### src/rtl/fibo_sched_pkg.sv
// Shared types and constants for the Fibonacci job scheduler.
// Widths match the calculator's 5-bit index and 16-bit result.
package fibo_sched_pkg;

    localparam int N_W           = 5;
    localparam int FIBO_W        = 16;
    localparam int MAX_N_DEFAULT = 24;

    typedef enum logic [2:0] {
        IDLE,
        CRST,
        START,
        WAIT,
        RESP
    } sched_state_t;

endpackage

### src/rtl/fibo_job_scheduler_rr_arbiter.sv
// Combinational round-robin pick: first asserted request at or after ptr, wrapping.
// The owner of ptr advances it past the winner after each grant.
module rr_arbiter #(
    parameter int NUM_REQ = 4
) (
    input  logic [NUM_REQ-1:0]         req,
    input  logic [$clog2(NUM_REQ)-1:0] ptr,
    output logic [NUM_REQ-1:0]         gnt_onehot,
    output logic [$clog2(NUM_REQ)-1:0] gnt_idx,
    output logic                       any
);

    localparam int ID_W = $clog2(NUM_REQ);

    logic [ID_W:0]   sum;
    logic [ID_W-1:0] idx;

    always_comb begin
        gnt_onehot = '0;
        gnt_idx    = '0;
        any        = 1'b0;
        sum        = '0;
        idx        = '0;
        for (int i = 0; i < NUM_REQ; i++) begin
            sum = {1'b0, ptr} + (ID_W+1)'(i);
            if (sum >= (ID_W+1)'(NUM_REQ)) begin
                sum = sum - (ID_W+1)'(NUM_REQ);
            end
            idx = sum[ID_W-1:0];
            if (!any && req[idx]) begin
                any             = 1'b1;
                gnt_idx         = idx;
                gnt_onehot[idx] = 1'b1;
            end
        end
    end

endmodule

### src/rtl/fibo_job_scheduler.sv
// Time-shares one Fibonacci calculator among NUM_REQ requesters: reset pulse,
// begin pulse, wait for done, then one tagged response strobe per job.
module fibo_job_scheduler
    import fibo_sched_pkg::*;
#(
    parameter int NUM_REQ        = 4,
    parameter int RST_CYCLES     = 2,
    parameter int BEGIN_CYCLES   = 2,
    parameter int TIMEOUT_CYCLES = 1024,
    parameter int MAX_N          = MAX_N_DEFAULT
) (
    input  logic                         clk,
    input  logic                         reset_n,
    input  logic [NUM_REQ-1:0]           req_valid,
    input  logic [NUM_REQ*N_W-1:0]       req_n,
    output logic [NUM_REQ-1:0]           req_ready,
    output logic                         resp_valid,
    output logic [$clog2(NUM_REQ)-1:0]   resp_id,
    output logic [FIBO_W-1:0]            resp_data,
    output logic                         resp_err,
    output logic                         busy,
    output logic                         calc_reset_n,
    output logic [N_W-1:0]               calc_input_s,
    output logic                         calc_begin_fibo,
    input  logic [FIBO_W-1:0]            calc_fibo_out,
    input  logic                         calc_done
);

    localparam int ID_W      = $clog2(NUM_REQ);
    localparam int CNT_MAX_A = (RST_CYCLES > BEGIN_CYCLES) ? RST_CYCLES : BEGIN_CYCLES;
    localparam int CNT_MAX   = (CNT_MAX_A > TIMEOUT_CYCLES) ? CNT_MAX_A : TIMEOUT_CYCLES;
    localparam int CNT_W     = $clog2(CNT_MAX + 1);

    sched_state_t      state;
    logic [CNT_W-1:0]  cnt;
    logic [ID_W-1:0]   rr_ptr;
    logic [ID_W-1:0]   id_q;
    logic [N_W-1:0]    n_q;

    logic [NUM_REQ-1:0] gnt_onehot;
    logic [ID_W-1:0]    gnt_idx;
    logic               gnt_any;
    logic [N_W-1:0]     gnt_n;
    logic               n_legal;
    logic [ID_W-1:0]    ptr_next;
    logic               internal_rst_n;

    rr_arbiter #(
        .NUM_REQ (NUM_REQ)
    ) u_arb (
        .req        (req_valid),
        .ptr        (rr_ptr),
        .gnt_onehot (gnt_onehot),
        .gnt_idx    (gnt_idx),
        .any        (gnt_any)
    );

    always_comb begin
        gnt_n = '0;
        for (int i = 0; i < NUM_REQ; i++) begin
            if (gnt_onehot[i]) begin
                gnt_n = req_n[i*N_W +: N_W];
            end
        end
    end

    assign n_legal  = (gnt_n != '0) && (int'(gnt_n) <= MAX_N);
    assign ptr_next = (gnt_idx == ID_W'(NUM_REQ-1)) ? '0 : gnt_idx + 1'b1;

    // The calculator is also held in reset whenever the scheduler itself is.
    assign internal_rst_n = (state != CRST);
    assign calc_reset_n   = reset_n & internal_rst_n;
    assign calc_input_s   = n_q;
    assign busy           = (state != IDLE);
    assign req_ready      = (state == IDLE && reset_n) ? gnt_onehot : '0;

    always_ff @(posedge clk or negedge reset_n) begin
        if (!reset_n) begin
            state           <= IDLE;
            cnt             <= '0;
            rr_ptr          <= '0;
            id_q            <= '0;
            n_q             <= '0;
            calc_begin_fibo <= 1'b0;
            resp_valid      <= 1'b0;
            resp_id         <= '0;
            resp_data       <= '0;
            resp_err        <= 1'b0;
        end else begin
            case (state)
                IDLE: begin
                    if (gnt_any) begin
                        rr_ptr <= ptr_next;
                        id_q   <= gnt_idx;
                        n_q    <= gnt_n;
                        cnt    <= '0;
                        // Illegal indices are answered without touching the calculator.
                        if (n_legal) begin
                            state <= CRST;
                        end else begin
                            state      <= RESP;
                            resp_valid <= 1'b1;
                            resp_id    <= gnt_idx;
                            resp_data  <= '0;
                            resp_err   <= 1'b1;
                        end
                    end
                end
                CRST: begin
                    if (cnt == CNT_W'(RST_CYCLES-1)) begin
                        state           <= START;
                        cnt             <= '0;
                        calc_begin_fibo <= 1'b1;
                    end else begin
                        cnt <= cnt + 1'b1;
                    end
                end
                START: begin
                    if (cnt == CNT_W'(BEGIN_CYCLES-1)) begin
                        state           <= WAIT;
                        cnt             <= '0;
                        calc_begin_fibo <= 1'b0;
                    end else begin
                        cnt <= cnt + 1'b1;
                    end
                end
                WAIT: begin
                    if (calc_done) begin
                        state      <= RESP;
                        resp_valid <= 1'b1;
                        resp_id    <= id_q;
                        resp_data  <= calc_fibo_out;
                        resp_err   <= 1'b0;
                    end else if (cnt == CNT_W'(TIMEOUT_CYCLES-1)) begin
                        state      <= RESP;
                        resp_valid <= 1'b1;
                        resp_id    <= id_q;
                        resp_data  <= '0;
                        resp_err   <= 1'b1;
                    end else begin
                        cnt <= cnt + 1'b1;
                    end
                end
                RESP: begin
                    resp_valid <= 1'b0;
                    state      <= IDLE;
                end
                default: begin
                    state <= IDLE;
                end
            endcase
        end
    end

endmodule

### config.mk
export PLATFORM = sky130hd
export DESIGN_NAME = fibo_job_scheduler
export DESIGN_NICKNAME = d
export VERILOG_FILES = /design/src/rtl/fibo_sched_pkg.sv /design/src/rtl/fibo_job_scheduler_rr_arbiter.sv /design/src/rtl/fibo_job_scheduler.sv
export SDC_FILE = /design/constraint.sdc
export NUM_CORES = 1
export LEC_CHECK = 0
export BUFFER_PORTS_ARGS = -buffer_cell sky130_fd_sc_hd__buf_4
export CORE_MARGIN = 2
export CORE_UTILIZATION = 44
export DETAILED_ROUTE_END_ITERATION = 7
export PLACE_DENSITY = 0.71
export SYNTH_ARGS = -nofsm -noshare
export SYNTH_HDL_FRONTEND = slang
export SYNTH_SLANG_ARGS = --single-unit
export TNS_END_PERCENT = 20
### constraint.sdc
create_clock -name clk -period 3.9 [get_ports clk]
set_clock_uncertainty 0.05 [all_clocks]
set_input_delay 0.78 -clock clk [delete_from_list [all_inputs] [get_ports clk]]
set_output_delay 0.78 -clock clk [all_outputs]
set_load 0.02 [all_outputs]
==> summary.txt, run 1 <==
Critical path
  • Most frequent CP cell: o21ai_0
  • Worst setup EP type: flip-flop
  • CP max-delay cell: or4_4
  • Family with the most delay on the worst path: simple AND/OR/NAND/NOR gates
  • CP max FO: 23
  • Crit path DAT: 3.80 ns
  • Worst path cell trace: buf_4 > or3b_2 > a2111oi_2 > or2_2 > a21oi_1 > o21ai_0 > o22ai_1 > or4_4 > a21oi_4 > buf_12 > o21ai_0
  • CP Depth: 11
  • Crit Path Category: reg2reg
  • WP data required: 4.03 ns
  • Crit-path max cell delay: 0.58 ns
  • Reg2Reg Depth: 11
  • Startpoint Class: flip-flop
  • Count of buffer and inverter cells on the critical path: 2

Clock network
  • Num CTS Buffers: 5
  • Post-CTS setup buffers: 0
  • CTS tree: built
  • Clock sink count: 44
  • Clk_lat worst skew: 0.29 ns
  • CTS Buffer Depth: 2
  • H-tree depth: 2
  • Root buffer cell: clkbuf_8
  • Clock slew at reported path FFs: 0.09 ns

Floorplanning
  • Io pins: 75
  • Starting Density: 45.8%
  • Chip Height: 85.6 µm
  • Row count: 29
  • Die Width: 85.6 µm
  • Core area: 6390 µm²
  • Die Area: 7320 µm²

Global routing
  • Met1 Use GR: 29.4%
  • Pin count of the biggest net entering global routing: 41
  • Grt total ovfl: 0
  • First-pass GRT wire length: 12000 µm
  • Grt met3 use: 3.85%
  • Vias in the first global route: 2564
  • Top Usage Layer GRT: met2
  • GRT Total Usage: 19.9%
  • Met2 usage: 30.8%
  • Initial antenna violation count: 0

Yosys
  • Cell area after synthesis: 2930 µm²
  • Synth Area in Compound Gates: 22.5%
  • FF+latch count, synth: 44
  • Ys flop type: dfrtp_1
  • Async SR Flop Fraction: 100%
  • Mean area per synthesized cell: 8.74 µm²
  • Yosys warnings: 0
  • Simple-gate share of the synthesized area: 21.5%
  • Post-synthesis mux area share: 7.05%
  • Yosys top cell area share: 37.6%
  • Ranking of synthesized cells by area: dfrtp_1 (38%), nand2_1 (7.6%), o21ai_0 (4.6%), ha_1 (3.8%), o21ai_2 (3.0%)
  • Gate Count Post-Synth: 335
  • Main combinational cell family by area after synthesis: compound AO/OA/AOI/OAI gates
  • Post-Synth XOR/XNOR Area: 2.09%
  • Distinct cells, synth: 60
  • Syn_nets: 387
  • Post-synth top area cell: dfrtp_1
  • Number of synthesized flops with an enable pin: 0
  • Adder-cell share of the synthesized area: 4.19%
  • Register area share after synthesis: 37.6%

Layout
  • Most common cell after layout, fill and taps aside: buf_4
  • Layout Nets: 463
  • Area delta synth->final: 27.0%
  • Share of cells above drive strength 1: 30.4%
  • Final design utilization: 58.2%
  • Most frequent cells in the layout: buf_4 (85), nand2_1 (59), dfrtp_1 (44)
  • Non-filler cells, final: 488
  • Ant. Diodes: 0

Drt
  • Starting DRT DRC Count: 110
  • Vias per cell: 5.62
  • Pre-antenna DRT Iters: 4
  • Wirelength per Cell: 14.8 µm
  • Routed via count: 2743
  • Drt drc: 0
  • Antenna violation net count after detailed routing: 0
  • Routed wire length: 7200 µm

Timing
  • Worst-Margin Slew: 1.01 ns
  • Tcrit/Tclk final: 94.3%
  • Final Max Slew Viols: 0
  • TNS Setup: 0 ns
  • Slew margin rel.: 32.4%
  • Fmax: 0.272 GHz
  • Final setup fails: 0
  • Final Hold Viols: 0
  • Fin crit period: 3.68 ns
  • RSZ-0062 raised after global routing: no

Placed design
  • Dpl cells: 481
  • Buffers on Ports: 74
  • Hpwl dp: 5400 µm
  • Placer's final routability congestion estimate: 0.868

Power and ir drop
  • Max VDD drop: 533 µV
  • Cell area power density: 871 nW/µm²
  • Total power: 3.24 mW
  • Leak: 1.70 nW

Flow run
  • Max-Cap Viols: 0

Worst hold path
  • Hold Path Class: in2async

Status
  • Status: complete, no violations
==> timing repair <==
action,in CTS,in global routing
gates resized for setup,0,3
setup endpoints to repair,0,19
hold buffers,0,0
==> area by class of cell <==
class	count	area (µm²)
Clock inverter	2	12.5
Multi-Input combinational cell	260	1730
Clock buffer	5	68.8
Sequential cell	44	1100
Tap cell	77	96.3
Fill cell	575	2670
Timing Repair Buffer	86	658
Inverter	14	52.6
==> worst reg2reg max path, cell delays in order, from the launching register on <==
cell and delay [ns]:
dfrtp_1 0.38, buf_4 0.22, or3b_2 0.50, a2111oi_2 0.45, or2_2 0.31, a21oi_1 0.19, o21ai_0 0.25, o22ai_1 0.16
or4_4 0.58, a21oi_4 0.19, buf_12 0.19, o21ai_0 0.11
==> cells in the mapped netlist, drive strengths merged (2+ instances only) <==
master / count
nand2: 59
dfrtp: 44
o21ai: 37
nor2: 23
inv: 14
a21oi: 12
clkbuf: 9
ha: 9
nor3: 9
a221oi: 8
buf: 8
mux2: 7
nand3: 7
mux2i: 6
nand2b: 6
nand4: 6
a211oi: 5
o22ai: 5
xor2: 5
o31ai: 4
or3: 4
a21o: 3
mux4: 3
nor4: 3
or3b: 3
a2111oi: 2
a211o: 2
a22o: 2
a22oi: 2
a31oi: 2
nand3b: 2
nor2b: 2
or2: 2
or4: 2
xnor2: 2
==> state kept, by name (all words and copies together), names as in the netlist, named ones only <==
name	flops
resp_data	16
id_q	2
calc_input_s	5
rr_ptr	1
cnt	11
calc_begin_fibo	1
resp_id	2
resp_err	1
resp_valid	1
state	3
==> logic make-up after synthesis <==
group                    Yosys count
AND/OR/NAND/NOR                  133
AO/OA/AOI/OAI                     94
flip-flops                        44
buffers and inverters             31
multiplexers                      16
adder cells (fa/ha/maj)           10
XOR/XNOR                           7
==> metrics by stage <==
stage / setup slack, ns / instance area [µm²] / hold slack (ns)
6_report: 0.221 / 3720 / 0.230
3_5_place_dp: -0.0801 / 3620 / 0.425
3_3_place_gp: 0.0522 / 3620 / 0.411
5_1_grt: 0.0284 / 3720 / 0.219
4_1_cts: 0.110 / 3700 / 0.227
2_1_floorplan: 0.00133 / 2970 / 0.399
==> routing by layer <==
layer | share of wire (%) | wire length, µm
met2 | 47 | 3350
met4 | 0.76 | 55
met1 | 47 | 3370
met5 | 0 | 0
met3 | 5.9 | 423
==> power breakdown <==
part / internal, mW / switching (mW) / leakage (nW)
logic: 0.964 / 1.25 / 1.11
registers: 0.629 / 0.127 / 0.558
clock network: 0.121 / 0.151 / 0.0400
total: 1.71 / 1.53 / 1.70
==> worst paths after layout <==
check / start / to / slack, ns
setup reg to reg: flip-flop / resp_data[2] / 0.22
setup / recovery: flip-flop / resp_data[2] / 0.22
min in group clk: id_q[0] / id_q[0] / 0.45
hold / removal: reset_n / rr_ptr[1] / 0.23
max in group asynchronous: reset_n / state[0] / 2.88
hold reg to reg: id_q[0] / id_q[0] / 0.45
Note: power is estimated with default switching activity, not from simulation.
==> inputs of run 2 (changes only) <==
--- a/config.mk
+++ b/config.mk
@@ -10,7 +10,7 @@
 export CORE_UTILIZATION = 44
 export DETAILED_ROUTE_END_ITERATION = 7
 export PLACE_DENSITY = 0.71
+export RECOVER_POWER = 25
 export SYNTH_ARGS = -nofsm -noshare
 export SYNTH_HDL_FRONTEND = slang
 export SYNTH_SLANG_ARGS = --single-unit
-export TNS_END_PERCENT = 20
==> constraint.sdc (replaced) <==
create_clock -name clk -period 3.9 [get_ports clk]
set_clock_uncertainty 0.05 [all_clocks]
set_input_delay 0.78 -clock clk [delete_from_list [all_inputs] [get_ports clk]]
set_output_delay 0.78 -clock clk [all_outputs]
set_load 0.01 [all_outputs]
==> run 2 against run 1 <==
Compared with the run above:
- sequential share of layout area increased by 0.060 points
- count of clock-buffer cells in the layout unchanged
- design area decreased by 0.20%
- hold slack improved by 0.089 ns
- core utilization decreased by 0.12 points
- largest power group unchanged
- final cell count unchanged
- critical endpoint unchanged
- first-iteration DRC count decreased by 0.91%
- the run now ends with max-capacitance violations, max-slew violations left
- total power decreased by 3.5%
- critical path depth unchanged
- wire length about the same
==> summary.txt, run 2 (synthesized netlist as in run 1, its figures left out) <==
Status
  • Status: complete, but fails checks
  • Failing checks: max-capacitance violations, max-slew violations

Drt
  • Vias per cell: 5.62
  • Routed via count: 2742
  • Antenna violation net count after detailed routing: 0
  • Routed wire length: 7210 µm
  • Drt drc: 0
  • Starting DRT DRC Count: 109
  • Pre-antenna DRT Iters: 4
  • Wirelength per Cell: 14.8 µm

Critical path
  • Crit Path Category: reg2reg
  • CP max FO: 23
  • Crit path DAT: 3.80 ns
  • CP max-delay cell: or4_4
  • Reg-to-reg endpoint: resp_data[2]
  • Reg2Reg Depth: 11
  • Startpoint Class: flip-flop
  • WP data required: 4.03 ns
  • Worst setup EP type: flip-flop
  • Worst path cell trace: buf_4 > or3b_2 > a2111oi_2 > or2_2 > a21oi_1 > o21ai_0 > o22ai_1 > or4_4 > a21oi_4 > buf_12 > o21ai_0
  • R2R Setup Slk: 0.22 ns
  • Most frequent CP cell: o21ai_0
  • Crit-path max cell delay: 0.58 ns

Layout
  • Fillers: 576
  • Area delta synth->final: 26.7%
  • Layout Nets: 463
  • Cell area after layout: 3710 µm²
  • Largest reg by FF count: resp_data
  • Ant. Diodes: 0
  • Share of cells above drive strength 1: 29.9%
  • Register area: 1100 µm²
  • Max reg flops: 16
  • Area occupied by multi-input gates: 1730 µm²
  • Most common cell after layout, fill and taps aside: buf_4
  • Most frequent cells in the layout: buf_4 (83), nand2_1 (59), dfrtp_1 (44)

Clock network
  • Clk_lat worst skew: 0.29 ns
  • Hold buffer count at CTS: 0
  • Clock sink count: 44
  • Num CTS Buffers: 5
  • CTS tree: built
  • Root buffer cell: clkbuf_8
  • Post-CTS setup buffers: 0
  • Clock slew at reported path FFs: 0.09 ns
  • CTS Buffer Depth: 2
  • H-tree depth: 2

Timing
  • Fmax: 0.272 GHz
  • Final setup fails: 0
  • Tcrit/Tclk final: 94.3%
  • Fin crit period: 3.68 ns
  • WHS: 0.319 ns
  • Worst-Margin Slew: 2.09 ns
  • TNS Setup: 0 ns
  • RSZ-0062 raised after global routing: no
  • Final Max Slew Viols: 41
  • Final Hold Viols: 0
  • Slew margin rel.: -39.5%

Placed design
  • Buffers on Ports: 74
  • Placer's final routability congestion estimate: 0.868
  • Hpwl dp: 5400 µm
  • DP Area: 3620 µm²

Power and ir drop
  • Leak: 1.70 nW
  • Cell area power density: 842 nW/µm²
  • Total power: 3.12 mW
  • Max VDD drop: 503 µV

Floorplanning
  • Core area: 6390 µm²
  • Io pins: 75
  • Starting Density: 45.8%
  • Die Width: 85.6 µm
  • Chip Height: 85.6 µm
  • Die Area: 7320 µm²
  • Row count: 29

Worst hold path
  • Hold Path Class: in2async

Global routing
  • Grt total ovfl: 0
  • Pin count of the biggest net entering global routing: 41
  • Vias in the first global route: 2564
  • Initial antenna violation count: 0
  • GRT Total Usage: 19.9%
  • First-pass GRT wire length: 12000 µm

Flow run
  • Max-Cap Viols: 1
[run 2: layout make-up]
type / instances / area share, %
Tap cell: 77 / 2.60
Multi-Input combinational cell: 260 / 46.6
Sequential cell: 44 / 29.7
Clock inverter: 2 / 0.337
Inverter: 14 / 1.42
Clock buffer: 5 / 1.85
Timing Repair Buffer: 86 / 17.5
[run 2: worst max-delay path by stage]
stage / endpoint / cells past startpoint / from
4_1_cts: resp_data[2] / 12 / rr_ptr[1]
5_1_grt: resp_data[3] / 11 / flip-flop
2_1_floorplan: resp_data[0] / 15 / flip-flop
6_report: resp_data[2] / 11 / flip-flop
3_3_place_gp: resp_err / 12 / req_valid[0]
3_5_place_dp: resp_data[4] / 11 / req_valid[0]
[run 2: where the power goes]
group | total [mW] | switching, mW | internal (mW) | leakage [nW]
clock network | 0.273 | 0.151 | 0.121 | 0.0400
registers | 0.756 | 0.127 | 0.629 | 0.558
logic | 2.10 | 1.14 | 0.957 | 1.10
[run 2: metrics by stage]
stage          utilization, %  setup WS (ns)  std cells
2_1_floorplan               -        0.00133        335
3_3_place_gp             56.7         0.0522        481
3_5_place_dp             56.7        -0.0801        481
4_1_cts                  58.0          0.110        488
5_1_grt                  58.1         0.0284        488
6_report                 58.1          0.221        488
[run 2: layer usage]
| metal | global-route usage (%) | vias up | routed length [µm] | part of all wire [%] |
|---|---|---|---|---|
| li1 | - | 1371 | - | - |
| met1 | 29.4 | 1302 | 3380 | 47 |
| met2 | 30.8 | 63 | 3340 | 46 |
| met3 | 3.85 | 6 | 423 | 5.9 |
| met4 | 4.33 | 0 | 55 | 0.76 |
| met5 | 0 | - | 0 | 0 |
[run 2: worst max-delay path, delay by kind of cell (launching register included)]
| kind | cells | cell delay, ns |
|---|---|---|
| AOI/OAI and AO/OA | 6 | 1.34 |
| buffers and inverters | 2 | 0.40 |
| DFF | 1 | 0.38 |
| and+or+nand+nor | 3 | 1.38 |
[run 2: timing repair]
action,in CTS,in global routing
endpoints found under the hold margin,0,0
gates resized for setup,0,3
setup endpoints to repair,0,19
==> inputs of run 3 (changes only) <==
--- a/config.mk
+++ b/config.mk
@@ -11,6 +11,7 @@
 export DETAILED_ROUTE_END_ITERATION = 7
 export PLACE_DENSITY = 0.71
 export RECOVER_POWER = 25
+export SETUP_SLACK_MARGIN = 0.3
 export SYNTH_ARGS = -nofsm -noshare
 export SYNTH_HDL_FRONTEND = slang
 export SYNTH_SLANG_ARGS = --single-unit
==> run 3 against run 2 <==
Compared with the run above:
- the flow still finishes with violations (max-capacitance violations, max-slew violations)
- core utilization increased by 5.3 points
- worst setup slack improved by 0.016 ns
- count of clock-buffer cells in the layout is the same
- largest power group unchanged
- wire length grew 7.4%
- first-iteration DRC count grew 27%
- sequential cell count did not move
- critical path type unchanged
- non-clock buffer count is 18 higher
- final cell count grew 3.9%
- die area did not move
- clock power about the same
- register-to-register slack improved by 0.02 ns
==> summary.txt, run 3 (synthesized netlist as in run 1, its figures left out) <==
Status
  • Status: complete, but fails checks
  • Failing checks: max-capacitance violations, max-slew violations

Drt
  • Wirelength per Cell: 15.3 µm
  • Routed wire length: 7740 µm
  • Starting DRT DRC Count: 138
  • Vias per cell: 5.45
  • Antenna violation net count after detailed routing: 0
  • Drt drc: 0
  • Routed via count: 2765
  • Pre-antenna DRT Iters: 4

Timing
  • Tcrit/Tclk final: 93.9%
  • Fin crit period: 3.66 ns
  • Final setup fails: 0
  • RSZ-0062 raised after global routing: yes
  • TNS Setup: 0 ns
  • Slew margin rel.: -38.3%
  • Fmax: 0.273 GHz
  • Final Hold Viols: 0
  • Setup WS post-layout: 0.237 ns
  • WHS: 0.331 ns
  • Worst-Margin Slew: 2.07 ns
  • Final Max Slew Viols: 41

Layout
  • Area delta synth->final: 38.2%
  • Largest reg by FF count: resp_data
  • Layout Nets: 482
  • Non-filler cells, final: 507
  • Max reg flops: 16
  • Cell area after layout: 4050 µm²
  • Most frequent cells in the layout: buf_4 (98), nand2_1 (59), dfrtp_1 (43)
  • Ant. Diodes: 0
  • Most common cell after layout, fill and taps aside: buf_4
  • Share of cells above drive strength 1: 37.9%

Worst hold path
  • Hold Path Class: in2async

Power and ir drop
  • Max VDD drop: 535 µV
  • Cell area power density: 897 nW/µm²
  • Leak: 1.83 nW

Critical path
  • WP data required: 4.03 ns
  • Startpoint Class: flip-flop
  • Count of buffer and inverter cells on the critical path: 2
  • Reg-to-reg endpoint: resp_data[10]
  • R2R Setup Slk: 0.24 ns
  • Crit path DAT: 3.80 ns
  • Family with the most delay on the worst path: compound AO/OA/AOI/OAI gates
  • CP max-delay cell: or4_4
  • Reg2Reg Depth: 12
  • Worst setup EP type: flip-flop
  • Worst path cell trace: clkinv_4 > ha_4 > mux2i_4 > mux2_4 > a211o_4 > a22o_4 > a221oi_4 > o22ai_2 > or4_4 > a21oi_4 > clkbuf_16 > o21ai_2
  • CP max FO: 9
  • Crit Path Category: reg2reg
  • Crit-path max cell delay: 0.56 ns

Flow run
  • Max-Cap Viols: 1

Floorplanning
  • Core area: 6390 µm²
  • Die Area: 7320 µm²
  • Die Width: 85.6 µm
  • Row count: 29
  • Io pins: 75
  • Starting Density: 45.8%
  • Chip Height: 85.6 µm

Clock network
  • Root buffer cell: clkbuf_8
  • Clock slew at reported path FFs: 0.08 ns
  • Hold buffer count at CTS: 0
  • Clock sink count: 44
  • Clk_lat worst skew: 0.29 ns
  • Num CTS Buffers: 5
  • CTS tree: built
  • H-tree depth: 2
  • CTS Buffer Depth: 2

Global routing
  • Vias in the first global route: 2655
  • First-pass GRT wire length: 12500 µm
  • GRT Total Usage: 20.7%
  • Pin count of the biggest net entering global routing: 41
  • Grt total ovfl: 0
  • Initial antenna violation count: 0

Placed design
  • Buffers on Ports: 74
  • Placer's final routability congestion estimate: 0.889
  • Dpl cells: 481
  • Place WS: -0.194 ns
  • Hpwl dp: 5420 µm
  • DP Area: 3650 µm²
-- run 3: changes by cell type in the layout (fill, tap and decap cells not counted), sizes merged --
cell | previous run | this run
buf | 84 | 100
clkbuf | 7 | 9
clkinv | 1 | 2
inv | 14 | 13
or2 | 2 | 3
-- run 3: what timing repair did --
item	in CTS	in global routing
setup buffers	2	14
endpoints found under the setup margin	24	20
pin swaps	2	15
gates resized for setup	14	27
cloned	2	1
-- run 3: how the worst max path moves through the flow --
stage,end,slack (ns),cells past startpoint
floorplan,resp_data[0],0.14,15
global placement,resp_valid,0.01,12
detailed placement,resp_data[4],-0.19,11
CTS,resp_data[4],0.29,12
global route,resp_data[10],0.1,13
finish,resp_data[10],0.24,12
-- run 3: area by class of cell --
type	instances	area, µm²
timing repair buffer	104	825
inverter	14	57.6
tap	77	96.3
clock buffer	5	68.8
fill	537	2340
sequential	44	1100
clock inverter	2	12.5
multi-input combinational	261	1880
-- run 3: metrics by stage --
stage               total power [mW]  utilization [%]
floorplan                       2.23                -
global placement                2.84             57.2
detailed placement              2.86             57.2
CTS                             3.26             60.0
global route                    3.91             63.3
finish                          3.63             63.3
-- run 3: power by group --
| group | total, mW | switching, mW | internal, mW |
|---|---|---|---|
| combinational | 2.59 | 1.32 | 1.27 |
| clock | 0.272 | 0.150 | 0.121 |
| sequential | 0.765 | 0.135 | 0.630 |
| total | 3.63 | 1.61 | 2.02 |
-- run 3: routing by layer --
| layer | up-vias | global-route usage [%] | share of wire, % |
|---|---|---|---|
| met1 | 1295 | 30.3 | 47 |
| li1 | 1403 | - | - |
| met3 | 6 | 4.04 | 4.3 |
| met2 | 61 | 32.6 | 48 |
| met5 | - | 0 | 0 |
| met4 | 0 | 3.61 | 0.93 |
